File: config.mk
export PLATFORM = sky130hd
export DESIGN_NAME = kmer_window
export DESIGN_NICKNAME = d
export VERILOG_FILES = /design/src/rtl/kmer_window.sv
export SDC_FILE = /design/constraint.sdc
export NUM_CORES = 1
export LEC_CHECK = 0
export BUFFER_PORTS_ARGS = -buffer_cell sky130_fd_sc_hd__buf_2
export CELL_PAD_IN_SITES_DETAIL_PLACEMENT = 1
export CELL_PAD_IN_SITES_GLOBAL_PLACEMENT = 1
export CORE_MARGIN = 2
export CORE_UTILIZATION = 37
export DETAILED_ROUTE_END_ITERATION = 8
export MAX_ROUTING_LAYER = met4
export PLACE_DENSITY = 0.7
export SYNTH_ARGS = -nofsm -noshare
export SYNTH_HDL_FRONTEND = slang
export SYNTH_SLANG_ARGS = --single-unit
File: constraint.sdc
create_clock -name clk -period 1.6 [get_ports clk]
set_clock_uncertainty 0.05 [all_clocks]
set_input_delay 0 -clock clk [delete_from_list [all_inputs] [get_ports clk]]
set_output_delay 0 -clock clk [all_outputs]
set_load 0.01 [all_outputs]
File: src/rtl/kmer_window.sv
// kmer_window: sliding window of the last KMER_LEN bases of a fragment stream.
// Emits each complete k-mer with its start index and clears at fragment ends.
module kmer_window #(
  parameter int BASE_LEN = 2,
  parameter int KMER_LEN = 4,
  parameter int INDEX_W  = 5
) (
  input  logic                         clk,
  input  logic                         rst,
  input  logic                         base_valid,
  output logic                         base_ready,
  input  logic [BASE_LEN-1:0]          base_data,
  input  logic                         base_last,
  output logic                         kmer_valid,
  input  logic                         kmer_ready,
  output logic [KMER_LEN*BASE_LEN-1:0] kmer_data,
  output logic [INDEX_W-1:0]           kmer_index,
  output logic                         kmer_last,
  output logic                         frag_done,
  output logic                         frag_short
);

  localparam int WIN_W  = KMER_LEN * BASE_LEN;
  localparam int FILL_W = $clog2(KMER_LEN + 1);
  localparam logic [FILL_W-1:0]  FILL_FULL = FILL_W'(KMER_LEN);
  localparam logic [FILL_W-1:0]  FILL_EMIT = FILL_W'(KMER_LEN - 1);
  localparam logic [INDEX_W-1:0] IDX_BACK  = INDEX_W'(KMER_LEN - 1);

  logic [WIN_W-1:0]   window;
  logic [WIN_W-1:0]   next_window;
  logic [FILL_W-1:0]  fill;
  logic [INDEX_W-1:0] pos;
  logic               accept;
  logic               emit;

  // Single-entry output register: a consumed slot can be refilled in the same cycle.
  assign base_ready  = !rst && (!kmer_valid || kmer_ready);
  assign accept      = base_valid && base_ready;
  assign next_window = {window[WIN_W-BASE_LEN-1:0], base_data};
  assign emit        = accept && (fill >= FILL_EMIT);

  always_ff @(posedge clk) begin
    if (rst) begin
      window <= '0;
      fill   <= '0;
      pos    <= '0;
    end else if (accept) begin
      if (base_last) begin
        window <= '0;
        fill   <= '0;
        pos    <= '0;
      end else begin
        window <= next_window;
        fill   <= (fill == FILL_FULL) ? fill : fill + FILL_W'(1);
        pos    <= pos + INDEX_W'(1);
      end
    end
  end

  // pos still holds the incoming base's position, so the oldest base sits KMER_LEN-1 back.
  always_ff @(posedge clk) begin
    if (rst) begin
      kmer_valid <= 1'b0;
      kmer_data  <= '0;
      kmer_index <= '0;
      kmer_last  <= 1'b0;
      frag_done  <= 1'b0;
      frag_short <= 1'b0;
    end else begin
      frag_done  <= accept && base_last;
      frag_short <= accept && base_last && (fill < FILL_EMIT);
      if (emit) begin
        kmer_valid <= 1'b1;
        kmer_data  <= next_window;
        kmer_index <= pos - IDX_BACK;
        kmer_last  <= base_last;
      end else if (kmer_ready) begin
        kmer_valid <= 1'b0;
      end
    end
  end

endmodule

==> impl_metrics.yaml <==
outcome:
  status: "complete, no violations"
routing:
  wire_per_inst_um: 16.55
  topRoutingLayerUsed: "met4"
  met3_length_um: 140
  via_per_inst: 5.686
  drt_first_pass_iters: 4
  antenna_left: 0
  vias: 1376
  drc: 0
  wl_met2_mm: 1.936
  met1_length_mm: 1.868
  drtIter0Drc: 96
  wirelength_mm: 4.006
grt:
  grt_max_degree: 30
  grt_usage_pct: 20.78
  grt_pass1_vias: 1433
  overflow: 0
  antenna_found_initial: 0
  grt_first_pass_wirelength_mm: 6.720
setup_path:
  worstPathCellList: "buf_4, inv_1, ha_1, and3b_1, o311ai_1, o21ai_0"
  reg2reg_depth: 6
  end_kind: "flip-flop"
  worstSetupPathType: "flip-flop to flip-flop"
  slowest_delay_ps: 340
  crit_fanout: 5
  cpMaxStageDelayCell: "dfxtp_1"
  r2r-start: "fill[1]"
  worstPathArrival_ps: 1660
  start_kind: "flip-flop"
  cp.required_ps: 1710
  rr_endpoint: "fill[1]"
  rrSetupSlack_ps: 50
place:
  io_buffer_count: 24
  place_inst: 230
  gp_congestion: 0.8162
  placed_area_sq_um: 1614
  dp_hpwl_mm: 2.713
synthesis:
  synth_xor_area_share_pct: 1.839
  yosysMostFrequentCell: "dfxtp_1"
  synthAdderAreaFrac_pct: 3.503
  synth_edf_count: 0
  synth_top_area_share_pct: 43.43
  synthArstFlopShare_pct: 0
  ys_warn_count: 0
  synth_compound_area_share_pct: 26.88
  muxShareOfSynthArea_pct: 0
  synth.avg_cell_area_sq_um: 8.766
  synth_commonest_cells: "31 x dfxtp_1, 23 x a21oi_1, 13 x o31ai_1, 11 x nand4_1, 10 x o21ai_0"
  ys_seq_elements: 31
  synth.area.top_cells: "dfxtp_1 43%, a21oi_1 8.1%, o31ai_1 6.8%"
  synth_ff_type: "dfxtp_1"
  synth.distinct_cells: 35
  synth_largest_area_cell: "dfxtp_1"
  yosys.area_share.simple_pct: 16.64
  syn_inst: 163
  ys_seq_area_share_pct: 43.43
  syn_area_sq_um: 1429
  synth_top_family_by_area: "compound AO/OA/AOI/OAI gates"
  syn_nets: 174
worst_hold_path:
  hold_class: "primary input to flip-flop"
  worstHoldStart: "rst"
  hold_depth: 2
  min_to: "kmer_index[2]"
cts:
  cts_buffers: 5
  clockBufferDepth: 2
  clock_sinks: 31
  cts_root_buf: "clkbuf_8"
  clk_pin_slew_ps: 70
  insertion_delay_ps: 280
  cts_setup_buffers: 0
  tritoncts: "yes"
  h-tree-depth: 2
final_layout:
  final_core_util_pct: 48.58
  nFillCells: 455
  antennaDiodeCount: 0
  areaGrowthSynthToFinish_pct: 25.39
  layout-drive-gt1-share_pct: 27.32
  final_cells: 242
  fin_nets: 204
  finish.instance_area_sq_um: 1792
timing:
  worstMarginPinSlew_ps: 477.1
  fmax_mhz: 643.4
  period_needed_ps: 1554
  setup-tns-final_ps: 0
  hold_viol_final: 0
  period_share_pct: 97.15
  drv_slew: 0
  setup_viol: 0
  slew-limit-headroom_pct: 68.19
floorplan:
  die_area_sq_um: 4375
  coreArea_sq_um: 3689
  ioPinCount: 25
  start_util_pct: 38.74
  die_h_um: 66.15
  rows: 22
  die_w_um: 66.15
power:
  peakVddDrop_mv: 0.3667
  powerDensity_nw_per_um2: 840.4
  power_leakage_nw: 0.6674
  power_mw: 1.506
run:
  cap_violations: 0
## registers in the layout (all words and copies together) (netlist names)
register	cells
window	6
kmer_last	1
fill	3
kmer_index	5
frag_done	1
pos	5
frag_short	1
kmer_data	8
kmer_valid	1
## report_power, final
part	internal, mW	switching [mW]	total, mW
Combinational	0.0452	0.0757	0.121
Sequential	0.782	0.00604	0.788
Clock	0.305	0.292	0.596
## logic make-up (layout without fill, tap and decap cells)
group / after synthesis / after routing
AO/OA/AOI/OAI: 62 / 62
AND/OR/NAND/NOR: 40 / 40
flip-flops: 31 / 31
buffers and inverters: 23 / 54
adder cells (fa/ha/maj): 4 / 4
XOR/XNOR: 3 / 3
## how the worst max path moves through the flow
stage	startpoint	endpoint	slack [ps]	cells past startpoint
floorplan	fill[0]	kmer_data[0]	60	6
global placement	fill[1]	kmer_index[3]	80	5
global route	fill[1]	fill[1]	-40	6
CTS	fill[0]	fill[1]	3	6
finish	fill[1]	fill[1]	50	6
detailed placement	fill[0]	kmer_index[0]	9	5
## timing repair
item | CTS | global route
hold endpoints to repair | 5 | 0
gates resized for setup | 2 | 16
setup endpoints to repair | 5 | 18
gates cloned | 0 | 1
hold buffers | 3 | 0
pin swaps | 0 | 5
## worst max-delay path, delay by kind of cell (launching register included)
kind                       cells  cell delay (ps)
adders and majority gates      1              190
and+or+nand+nor                1              210
buffers and inverters          2              210
DFF                            1              340
AOI/OAI and AO/OA              2              420
## metal layers
metal | GRT usage (%) | up-vias
met4 | 8.163 | 0
met1 | 25.40 | 672
met3 | 4.429 | 7
met2 | 33.50 | 21
met5 | - | -
li1 | - | 676
## through the flow
| step | setup slack [ps] | hold slack [ps] |
|---|---|---|
| after CTS | 2.930 | 58.42 |
| final | 45.64 | 67.60 |
| after detailed placement | 8.745 | 228.9 |
| after global placement | 76.01 | 224.2 |
| after floorplan | 61.25 | 97.70 |
| after global routing | -42.60 | 69.34 |
## final cells by class
type | instances | area, sq um | area share [%]
multi-input combinational | 109 | 747.0 | 41.69
sequential | 31 | 621.8 | 34.71
timing repair buffer | 40 | 259.0 | 14.46
clock buffer | 7 | 76.32 | 4.260
tap | 48 | 60.06 | 3.352
inverter | 6 | 22.52 | 1.257
clock inverter | 1 | 5.005 | 0.2793
## placed cells by master (no fill, tap or decap), types with 4 or more instances in the layout
| cell type | instances |
|---|---|
| dfxtp_1 | 30 |
| buf_2 | 24 |
| a21oi_1 | 23 |
| o31ai_1 | 13 |
| nand4_1 | 11 |
| buf_4 | 10 |
| nand3_1 | 9 |
| o21ai_0 | 9 |
| inv_1 | 6 |
| clkbuf_8 | 5 |
| nand2_1 | 4 |
| a31oi_1 | 4 |
Power figures use the tool's default switching activity.
